### src/rtl/stackcalc_cmd_fifo.sv
// Input command FIFO: synchronises a pin strobe, pushes one nibble per strobe rising edge, drains show-ahead to the core.
// Latency: strobe sampled high at edge k -> nibble written at edge k+2 -> cmd_valid visible after edge k+2 when empty.
// Backpressure: cmd_valid/cmd_ready; cmd_data held while stalled; push into a full FIFO without a pop is dropped and sets sticky overflow.
//
// Ports:
//   clk        system clock
//   rst        asynchronous active-low reset
//   strobe_in  raw asynchronous push strobe; one push per rising edge
//   data_in    raw nibble, sampled alongside the strobe
//   cmd_data   head-of-FIFO nibble (show-ahead, register-driven)
//   cmd_valid  FIFO non-empty
//   cmd_ready  core accepts cmd_data this cycle
//   full       occupancy == DEPTH
//   overflow   sticky: a push was dropped since reset
//   count      current occupancy
module stackcalc_cmd_fifo #(
    parameter int DEPTH = 4,
    parameter int WIDTH = 4
) (
    input  logic                     clk,
    input  logic                     rst,
    input  logic                     strobe_in,
    input  logic [WIDTH-1:0]         data_in,
    output logic [WIDTH-1:0]         cmd_data,
    output logic                     cmd_valid,
    input  logic                     cmd_ready,
    output logic                     full,
    output logic                     overflow,
    output logic [$clog2(DEPTH):0]   count
);

    localparam int AW = $clog2(DEPTH);
    localparam int CW = AW + 1;

    // Strobe synchroniser (s1, s2) plus s3 as the previous value for edge detection.
    // Data takes the same two-flop path so d2 lines up with the detected edge.
    logic             s1, s2, s3;
    logic [WIDTH-1:0] d1, d2;

    logic [WIDTH-1:0] mem [DEPTH];
    logic [AW-1:0]    wr_ptr, rd_ptr;

    logic             push, pop, wr_en, drop;
    logic [CW-1:0]    count_nxt;

    assign push  = s2 & ~s3;
    assign pop   = cmd_valid & cmd_ready;
    // A pop in the same cycle frees the slot, so a push into a full FIFO still lands.
    assign wr_en = push & (~full | pop);
    assign drop  = push & full & ~pop;

    always_comb begin
        count_nxt = count;
        if (wr_en && !pop) begin
            count_nxt = count + CW'(1);
        end else if (pop && !wr_en) begin
            count_nxt = count - CW'(1);
        end
    end

    // Head read straight from the register array; rd_ptr is a flop, so no input-to-output path.
    assign cmd_data = mem[rd_ptr];

    always_ff @(posedge clk or negedge rst) begin
        if (!rst) begin
            s1        <= 1'b0;
            s2        <= 1'b0;
            s3        <= 1'b0;
            d1        <= '0;
            d2        <= '0;
            wr_ptr    <= '0;
            rd_ptr    <= '0;
            count     <= '0;
            cmd_valid <= 1'b0;
            full      <= 1'b0;
            overflow  <= 1'b0;
        end else begin
            s1 <= strobe_in;
            s2 <= s1;
            s3 <= s2;
            d1 <= data_in;
            d2 <= d1;

            if (wr_en) begin
                wr_ptr <= wr_ptr + AW'(1);
            end
            if (pop) begin
                rd_ptr <= rd_ptr + AW'(1);
            end
            if (drop) begin
                overflow <= 1'b1;
            end

            count     <= count_nxt;
            // Flags decoded from the next count so they change on the same edge as count, glitch-free.
            cmd_valid <= (count_nxt != '0);
            full      <= (count_nxt == CW'(DEPTH));
        end
    end

    always_ff @(posedge clk or negedge rst) begin
        if (!rst) begin
            for (int i = 0; i < DEPTH; i++) begin
                mem[i] <= '0;
            end
        end else if (wr_en) begin
            mem[wr_ptr] <= d2;
        end
    end

endmodule
### config.mk
export PLATFORM = sky130hd
export DESIGN_NAME = stackcalc_cmd_fifo
export DESIGN_NICKNAME = d
export VERILOG_FILES = /design/src/rtl/stackcalc_cmd_fifo.sv
export SDC_FILE = /design/constraint.sdc
export NUM_CORES = 1
export LEC_CHECK = 0
export CAP_MARGIN = 30
export CORE_MARGIN = 2
export CORE_UTILIZATION = 45
export CTS_CLUSTER_SIZE = 20
export DETAILED_ROUTE_END_ITERATION = 12
export PLACE_DENSITY = 0.66
export SLEW_MARGIN = 20
export SYNTH_ARGS = -nofsm -noshare
export SYNTH_HDL_FRONTEND = slang
export SYNTH_SLANG_ARGS = --single-unit
### constraint.sdc
create_clock -name clk -period 1.7 [get_ports clk]
set_input_delay 0.425 -clock clk [delete_from_list [all_inputs] [get_ports clk]]
set_output_delay 0.425 -clock clk [all_outputs]
set_load 0.02 [all_outputs]
* After elaboration in Yosys (flattened, before gate mapping)
Cells that the tools add are included.
** Storage, ports and cells
- Flip-flop bits (word level) :: 37
- Latch bits :: 0
- Bits in writable memories :: 0
- ROM bits :: 0
- Bits of input ports :: 8
- Output and inout port bits :: 10
- Word-level logic and storage cells :: 48
- Memories :: 0
** Operators by class
- Add/sub/neg operators :: 4
- $mul :: 0
- Divide/modulo/power cells :: 0
- $lt $le $gt $ge :: 3
- Eq/ne operators :: 1
- Shift-type cells :: 0
- Multiplexer cells :: 8
- Bitwise logic cells :: 11
- Reduce and logical (&&, ||, !) cells :: 6
** Operators with widths (number)
- $bwmux 16 :: 1
- $mux 4 :: 3
- $bmux 4 s2 :: 1
- $demux 4 s2 :: 1
- $ge 3x3->1 const B :: 2
- $mux 3 :: 2
- $not 2->3 :: 2
- $and 1x1->1 :: 5
- $add 2x1->2 const B :: 2
- $add 3x1->3 const B :: 1
- $eq 3x3->1 const B :: 1
- $logic_and 1x1->1 :: 3
- $lt 3x1->1 const B :: 1
- $not 1->1 :: 3
- $reduce_bool 3->1 :: 1
- $sub 3x1->3 const B :: 1
- $logic_not 1->1 :: 2
- $or 1x1->1 :: 1

* Depth between registers and ports, before layout
Gate-level depths: netlist of the first run.
- Depth in word-level cells :: 8
- Gate-level depth with buffers :: 5
- Depth with buffers taken out :: 5

* Worst setup path after synthesis of the first run
No wires, ideal clock.
- Kind :: reg2reg
- Start :: register count[0]
- End :: register full
- Setup time :: 0.099 ns
- Arrival :: 1.397 ns
- Data required time :: 1.601 ns
- Path slack :: 0.204 ns
- Stages on the path, launching flop included :: 5
- Buffers on the path :: 0
- Period minus slack after synthesis :: 1.496 ns
- Cell sequence :: dfrtp_1 inv_1 ha_1 nand4b_1 a311oi_1
** On the way
- Longest elaborated chain between the ends :: 4
- Elaborated cells between the ends (all ways) :: 5
- Those cells by class :: add/sub (2); eq/ne (1); mux (2)
** RTL lines
- start: declaration :: line 29 : output logic [$clog2(DEPTH):0] count
- start signal: assignment :: line 94 : count <= count_nxt;
- $sub 3x1->3 :: line 57 : count_nxt = count - CW'(1);
- $mux 3 :: line 56 : end else if (pop && !wr_en) begin
- $mux 3 (*) :: line 54 : if (wr_en && !pop) begin
- $eq 3x3->1 (*) :: line 97 : full <= (count_nxt == CW'(DEPTH));
- end signal: assignment :: line 97
- end: declaration :: line 27 : output logic full,
Mark *: on every way between the ends. The rest lies on a longest branch, timed or not.
A chain may end at the register's enable or synchronous reset.

* Final worst setup path of the first run
- Start :: register rd_ptr[0]
- End :: output port cmd_data[2]
** On the way
- Longest elaborated chain between the ends :: 4
** RTL lines
- start: declaration :: line 41 : logic [AW-1:0] wr_ptr, rd_ptr;
- start signal: assignment :: line 88 : rd_ptr <= rd_ptr + AW'(1);
- $not 2->3 (not written as such) :: line 62 : assign cmd_data = mem[rd_ptr];
- $bmux 4 s2 :: line 62
- $mux 4 (not written as such) (2 in series) :: line 62
- end: declaration :: line 24 : output logic [WIDTH-1:0] cmd_data,
Every way passes these cells. The select of a mux whose other input is x is not followed.

==> flow_results.org, run 1 <==
** Power and ir drop
- Internal Power :: 2.49 mW
- The clock network accounts for 14.0% of the total power.
- Power per cell area :: 1820 mW/mm2
- In this run switching power makes up 33.4% of total power.
- Sequential cells burn 39.6% of the power.
- Across the VDD grid, the largest voltage drop is 658 uV.
- Power spent charging and discharging nets :: 1.25 mW
- Comb power frac :: 46.4%
- The analysis attributes to cell leakage a power of 1.01 nW.

** Synthesis
- Yosys warns :: 0
- Post-synthesis net count :: 120
- Syn Area/Cell :: 15.4 um2
- Count of state elements after synthesis :: 37
- Counting distinct cell types in the post-synthesis netlist gives 28.
- The share of the Yosys chip area taken by registers is 56.7%.
- After synthesis, the share of flip-flops with an asynchronous set or reset is 100%.
- Counting flops with a built-in enable in the synthesized netlist gives 0.
- The most used flip-flop cell after synthesis is dfrtp_1.
- Synthesized instance count :: 106
- After synthesis the cells add up to 0.00163 mm2.

** STA
- Final clock skew :: 0.00574 ns
- Headroom to the max-slew limit came out at 69.3%.
- Setup repair after global routing missed its margin :: true
- The worst path in the final design needs a cycle of 1.92 ns, including I/O delays and setup.
- Setup slack on the critical path of the routed design comes to -0.215 ns.
- Max Freq :: 522 MHz
- The count of final hold-check violations came to 0.
- Setup Viol. Count Final :: 4
- The final critical path takes up 113% of the cycle.
- Total Neg Setup Slack :: -0.828 ns
- Worst hold margin :: 0.105 ns
- Final count of pins violating max slew :: 0
- At the pin with the least slew margin, the transition time is 0.460 ns.

** Place
- Placed cells :: 183
- Summing all placed instances gives a cell area of 0.00198 mm2.
- Final weighted congestion in routability-driven placement :: 0.748
- Number of port buffers :: 17
- Detailed placement finished with a half-perimeter wire length of 1.92 mm.

** Global route
- The initial antenna violation count came to 0.
- Entering global routing, the biggest net connects 38 pins.
- For this run the aggregate overflow at the end of global routing stands at 0.
- Global Route Usage Sum :: 15.6%
- Number of global-route vias before repair :: 1007
- The first global-routing pass estimated 4.66 mm of wire.

** Cells and area
- Final Cell Area :: 0.00205 mm2
- Area Growth Syn to Fin :: 25.7%
- Diodes inserted :: 0
- Fraction of final layout cells sized beyond drive strength 1 :: 41.8%
- Leaving out fill and tap cells, the most frequent cell in the layout is dfrtp_1.
- Filler cell count :: 275
- Most used cells in the layout excluding fill and tap cells :: 35 x dfrtp_1, 16 x mux2_4, 15 x buf_4
- Number of standard cells in the final layout excluding fillers :: 192
- Number of nets in the final layout :: 159

** Worst setup path
- Crit path capture type :: output pin
- The slowest stage of the critical path is the mux4_2 cell.
- Crit path kind :: reg -> out
- Delay of the slowest cell on the worst path :: 0.53 ns
- Data on the critical path arrives at its endpoint at 1.49 ns.
- Largest delay share family, worst path :: multiplexers
- STA classifies the critical path startpoint as a flop.
- Critical path data required time :: 1.27 ns
- Crit-path max FO :: 5
- Cell Chain, Critical Path :: mux4_2 > buf_6
- Buffer and inverter count on the worst path :: 1

** Clocking
- CTS tree :: done
- Maximum buffer depth of the clock tree :: 2
- Clock tree sinks :: 37
- Number of H-tree branching levels :: 2
- After clock tree synthesis, the clock-pin slew on the worst setup and hold paths is 0.11 ns.
- Clock tree synthesis selected as its root buffer the cell clkbuf_4.
- The number of hold buffers added after CTS was 0.
- Clk_lat worst skew :: 0.35 ns
- CTS Buf Count :: 5

** Die
- In this run the core area contains 21 standard-cell rows.
- IO Pins :: 18
- Initial Util :: 47.8%
- Measured along the x axis, the die boundary spans 64.3 um.
- From bottom edge to top edge, the die measures 64.3 um.
- Die Area :: 0.00413 mm2
- Core region area :: 0.00342 mm2

** Outcome
- The flow ran to the end, but the final reports show violations.
- The checks that failed: negative setup slack.

** Drt
- Drt via density :: 4.96
- The count of nets left with antenna violations once routing finished came out at 0.
- DRT Wirelength :: 2.76 mm
- The first detailed-routing pass took 4 iterations.
- In the routed design, unresolved DRC markers number 0.
- The final route contains 952 vias.
- Starting DRT DRC Count :: 49
- In the final routed layout, each cell accounts on average for 14.4 um.

** Hold path
- The tightest min-delay check is of the in -> async type.

** Run
- Max-Cap Viols :: 0
[cells in the mapped netlist (2+ instances only)]
cell type	number	area, um2
nand2_4	5	56.3
nand3_1	2	10.0
inv_1	4	15.0
nor2_1	3	11.3
xnor2_1	4	35.0
mux2_4	16	240
nand2_1	5	18.8
nand4_1	2	12.5
a21oi_1	2	10.0
mux4_2	4	90.1
ha_1	6	75.1
dfrtp_1	37	926
[worst paths after layout]
check,depth (start not counted),slack [ns],from,to
max,2,-0.22,rd_ptr[0],cmd_data[2]
max in group asynchronous,2,1.25,rst,full
min in group clk,0,0.36,d1[1],d2[1]
max reg2reg,4,0.15,count[0],full
min reg2reg,0,0.36,d1[1],d2[1]
min,2,0.11,rst,d2[0]
[layout make-up]
class | count | area, um2 | share of cell area (%)
Multi-Input combinational cell | 64 | 688 | 33.5
Clock buffer | 7 | 65.1 | 3.17
Inverter | 4 | 15.0 | 0.731
Tap cell | 46 | 57.6 | 2.80
Sequential cell | 37 | 928 | 45.2
Timing Repair Buffer | 33 | 295 | 14.4
Clock inverter | 1 | 5.00 | 0.244
[what timing repair did]
action / CTS / global route
gates resized for setup: 29 / 3
endpoints found under the setup margin: 10 / 5
setup buffers: 1 / 0
[sequential cells by signal, summed over array words and instances, names as in the netlist, 2 cells and up]
signal / count
wr_ptr: 2
count: 3
d2: 4
rd_ptr: 2
d1: 4
mem: 16
[power groups by stage]
stage	Sequential [mW]	Clock, mW	Combinational (mW)
after CTS	1.48	0.541	1.72
after floorplan	1.47	0	1.04
after detailed placement	1.49	0	1.73
after global routing	1.52	0.582	1.85
final	1.48	0.524	1.73
after global placement	1.47	0	1.69
[metal layers]
layer / track usage (%) / vias to the layer above / routed length [um]
met3: 6.87 / 4 / 139
met1: 19.3 / 476 / 1290
met5: 0 / - / 0
li1: - / 455 / -
met2: 23.8 / 17 / 1300
met4: 6.38 / 0 / 28
[stage by stage]
step / utilization, % / total power, mW / setup slack [ns]
final: 60.1 / 3.74 / -0.215
after global routing: 60.1 / 3.96 / -0.281
after CTS: 59.9 / 3.73 / -0.243
after detailed placement: 57.9 / 3.22 / -0.310
after global placement: 57.9 / 3.16 / -0.310
after floorplan: - / 2.51 / 0.204
[kinds of logic after synthesis]
family	count (synthesis)	share of synthesized area (%)
flops	37	56.7
simple gates	25	10.9
mux	20	20.2
compound gates	9	4.29
fa+ha+maj	6	4.59
buf+inv	5	1.22
xor+xnor	4	2.14
(Power assumes the default switching activity.)
==> run 2: changes to the inputs <==
- ABC_AREA: unset -> 1
- CTS_BUF_LIST: unset -> sky130_fd_sc_hd__clkbuf_2 sky130_fd_sc_hd__clkbuf_4 sky130_fd_sc_hd__clkbuf_8
- PLACE_DENSITY: 0.66 -> 0.67
==> run 2 against run 1 <==
The flow still finishes with violations (negative setup slack); total power decreased by 6.7%; register-to-register slack improved by 0.20 ns; largest power group is now registers; cell count increased by 20%; critical endpoint is now cmd_data[1]; clock power increased by 22%; maximum frequency increased by 12%.
==> flow_results.org, run 2 <==
** Outcome
- Outcome :: finished, violations left
- The checks that failed: negative setup slack.

** Clocking
- Clock slew at reported path FFs :: 0.10 ns (about the same)
- Number of H-tree branching levels :: 2 (unchanged)
- The CTS buffer count is 5 (unchanged).
- The clock latency on the worst-skew pair came to 0.34 ns (about the same).
- The total clock sinks was 37 (unchanged).
- CTS tree :: done
- Clock Tree Root :: clkbuf_4
- The buffer levels on the longest clock path came to 2 (unchanged).

** Place
- Detailed Place HPWL :: 1.98 mm (+3.0%)
- Area post-placement :: 0.00180 mm2 (-9.1%)
- Worst-case setup slack after placement :: -0.147 ns (+0.163 ns)
- The final weighted congestion in routability-driven placement was 0.779 (+4.1%).
- The number of buffers added on ports is 17 (unchanged).
- The instance count after placement with tap cells included came to 219 (+20%).

** Cells and area
- Most common cell after layout, fill and taps aside :: dfrtp_1
- Final Cell Area :: 0.00190 mm2 (-7.6%)
- Number of nets in the final layout :: 199 (+25%)
- Area Growth Syn to Fin :: 26.2%
- Most used cells in the layout excluding fill and tap cells :: 36 x dfrtp_1, 30 x nand2_1, 21 x o21ai_0
- Max reg flops :: 16 (unchanged)
- The share of layout cells above drive strength 1 was 17.7% (-24 points).
- mem holds more flip-flops than any other register.
- The share of the core filled with cells came to 60.7% (+0.57 points).
- Number of standard cells in the final layout excluding fillers :: 230 (+20%)
- The largest registers in the layout are mem x16, d1 x4, d2 x4.
- The total inserted antenna cells came to 0 (unchanged).

** STA
- The total negative slack came to -0.00602 ns (+0.822 ns).
- The minimum hold slack came to 0.357 ns (+0.252 ns).
- The transition time of the tightest slew-check pin is 0.286 ns (-0.174 ns).
- Max-slew headroom :: 80.9% (+12 points)
- The worst-case setup margin in the final layout was -0.00602 ns (+0.209 ns).
- Final clock skew :: 0.0132 ns (+0.00751 ns)
- The post-route fraction of the period consumed by the critical path was 100% (-12 points).
- The count of final hold-check violations is 0 (unchanged).
- Setup Viol. Count Final :: 1 (-3)
- Setup repair after global routing missed its margin :: true
- Final count of pins violating max slew :: 0 (unchanged)
- The final critical path time including I/O delays and setup came to 1.71 ns (-0.209 ns).
- The maximum clock frequency was 586 MHz (+12%).

** Worst setup path
- The worst setup path is of the reg -> out kind.
- Delay of the slowest cell on the worst path :: 0.41 ns (-0.12 ns)
- Crit path capture type :: output pin
- Cell with the largest stage delay on the worst path :: dfrtp_1
- Buffer and inverter count on the worst path :: 2 (+1)
- Crit-path max FO :: 9 (+4)
- Largest delay share family, worst path :: flip-flops
- The critical path goes through inv_2 > nor2_1 > o22ai_1 > buf_2.
- Critical path data required time :: 1.27 ns (about the same)
- Data arrival time at the worst-slack endpoint :: 1.28 ns (-0.21 ns)
- Critical path startpoint category :: flop

** Hold path
- The tightest min-delay check is of the reg -> reg type.

** Die
- Site row count :: 20 (-4.8%)
- Die Area :: 0.00382 mm2 (-7.4%)
- The standard cell core area is 0.00313 mm2 (-8.4%).
- IO Pins :: 18 (unchanged)
- Initial Util :: 48.1% (+0.28 points)
- Vertical die dimension :: 61.8 um (-3.8%)
- Die Span X :: 61.8 um (-3.8%)

** Synthesis
- Post-synthesis net count :: 165 (+38%)
- The area share of the leading cell type in the synthesized netlist came to 61.5% (+4.9 points).
- The fraction of registers with async set/reset is 100% (unchanged).
- Area contributors post-synth :: dfrtp_1 62%, o21ai_0 8.3%, nand2_1 7.5%
- Count of state elements after synthesis :: 37 (unchanged)
- The number of distinct library cells after synthesis was 17 (-39%).
- Area leader, netlist :: dfrtp_1
- Cell with the most instances after synthesis :: dfrtp_1
- Most frequent cells after synthesis :: 37 x dfrtp_1, 30 x nand2_1, 25 x o21ai_0, 17 x inv_1, 14 x nor2_1
- Top FF cell, synth :: dfrtp_1
- Area of the mapped netlist :: 0.00151 mm2 (-7.9%)
- The mean post-synth cell area came to 9.97 um2 (-35%).
- The number of warnings printed during yosys synthesis came to 0 (unchanged).
- The cell count after synthesis is 151 (+42%).
- The sequential-to-total area share from yosys stat is 61.5% (+4.9 points).
- Number of synthesized flops with an enable pin :: 0 (unchanged)

** Drt
- The number of detailed-routing iterations run before antenna repair was 4 (unchanged).
- The wire length per cell after detailed routing was 11.9 um (-17%).
- The total wire length after detailed routing was 2.74 mm (-0.65%).
- DRC errors left :: 0 (unchanged)
- The total routed wire length on the met1 layer is 1.25 mm (-3.5%).
- Met3 routed WL :: 160 um (+15%)
- Vias post-DR :: 1124 (+18%)
- ANT nets after route :: 0 (unchanged)
- Drt via density :: 4.89 (-1.4%)
- The amount of wire on met2 after detailed routing was 1.31 mm (+1.2%).
- Starting DRT DRC Count :: 54 (+10%)
- Routed signal wires occupy layers up through met4.

** Global route
- Total congestion overflow after global routing :: 0 (unchanged)
- Maximum number of pins on one net before global-route repair :: 38 (unchanged)
- The global-route wire length before repair is 4.68 mm (+0.45%).
- The initial antenna violation count came to 0 (unchanged).
- The via count of the first global-routing pass was 1061 (+5.4%).
- Global Route Usage Sum :: 17.4% (+1.8 points)

** Power and ir drop
- The internal power is 2.18 mW (-12%).
- The static leakage is 0.948 nW (-5.8%).
- Peak supply drop :: 813 uV (+23%)
- The switching share of total power is 37.5% (+4.2 points).
- Power spent charging and discharging nets :: 1.31 mW (+4.9%)
- The part of the total power dissipated in sequential elements was 40.8% (+1.2 points).
- The combinational group share of total power is 40.8% (-5.6 points).
- Power per cell area :: 1840 mW/mm2 (+0.95%)
- The clock network fraction of design power came to 18.3% (+4.3 points).
- The power after layout came to 3.49 mW (-6.7%).

** Run
- The total of max-cap violations came to 0 (unchanged).
## run 2: power by group through the flow
stage                     registers (mW)  logic (mW)  clock network (mW)
after detailed placement            1.43        1.46                   0
after CTS                           1.43        1.38               0.658
final                               1.43        1.42               0.640
after global placement              1.41        1.41                   0
after global routing                1.46        1.61               0.702
after floorplan                     1.45       0.818                   0
## run 2: path summary, 6_finish.rpt
path                                 from     endpoint  slack [ns]  cells after the start
worst min register to register         s1           s2        0.36                      0
max in group asynchronous             rst    rd_ptr[1]        1.04                      2
worst min-delay path                   s1           s2        0.36                      0
min in group asynchronous             rst       mem[3]        0.45                      2
worst max register to register   count[0]         full        0.35                      7
worst max-delay path            rd_ptr[0]  cmd_data[1]      -0.006                      4
## run 2: area by class of cell
class / instances / area [um2]
clock buffers: 7 / 58.8
clock inverters: 1 / 30.0
fillers: 271 / 1230
inverters: 17 / 63.8
multi-input cells: 96 / 518
flip-flops and latches: 37 / 927
well taps: 44 / 55.1
repair buffers: 28 / 246
## run 2: worst reg2reg max path, cell delays in order, from the launching register on
cell     delay, ns
dfrtp_1       0.39
inv_1         0.08
ha_1          0.31
nand4_1       0.09
nand2_1       0.06
nor2_1        0.19
nand2_1       0.07
nor2_1        0.10
## run 2: repair_timing
item	CTS	global route
endpoints found under the setup margin	10	4
resized for setup	32	2
cloned	0	0
hold buffers	0	0
buffers inserted	1	2
## run 2: kinds of logic after synthesis
| group | after synthesis | share of synthesized area, % |
|---|---|---|
| AND/OR/NAND/NOR | 54 | 14.6 |
| flip-flops | 37 | 61.5 |
| AO/OA/AOI/OAI | 32 | 12.0 |
| buffers and inverters | 18 | 4.57 |
| adder cells (fa/ha/maj) | 6 | 4.99 |
| XOR/XNOR | 4 | 2.33 |
## run 2: per-layer routing
layer / vias to the layer above / track usage (%)
li1: 556 / -
met1: 538 / 21.6
met2: 28 / 28.6
met3: 2 / 6.21
met4: 0 / 5.47
met5: - / 0
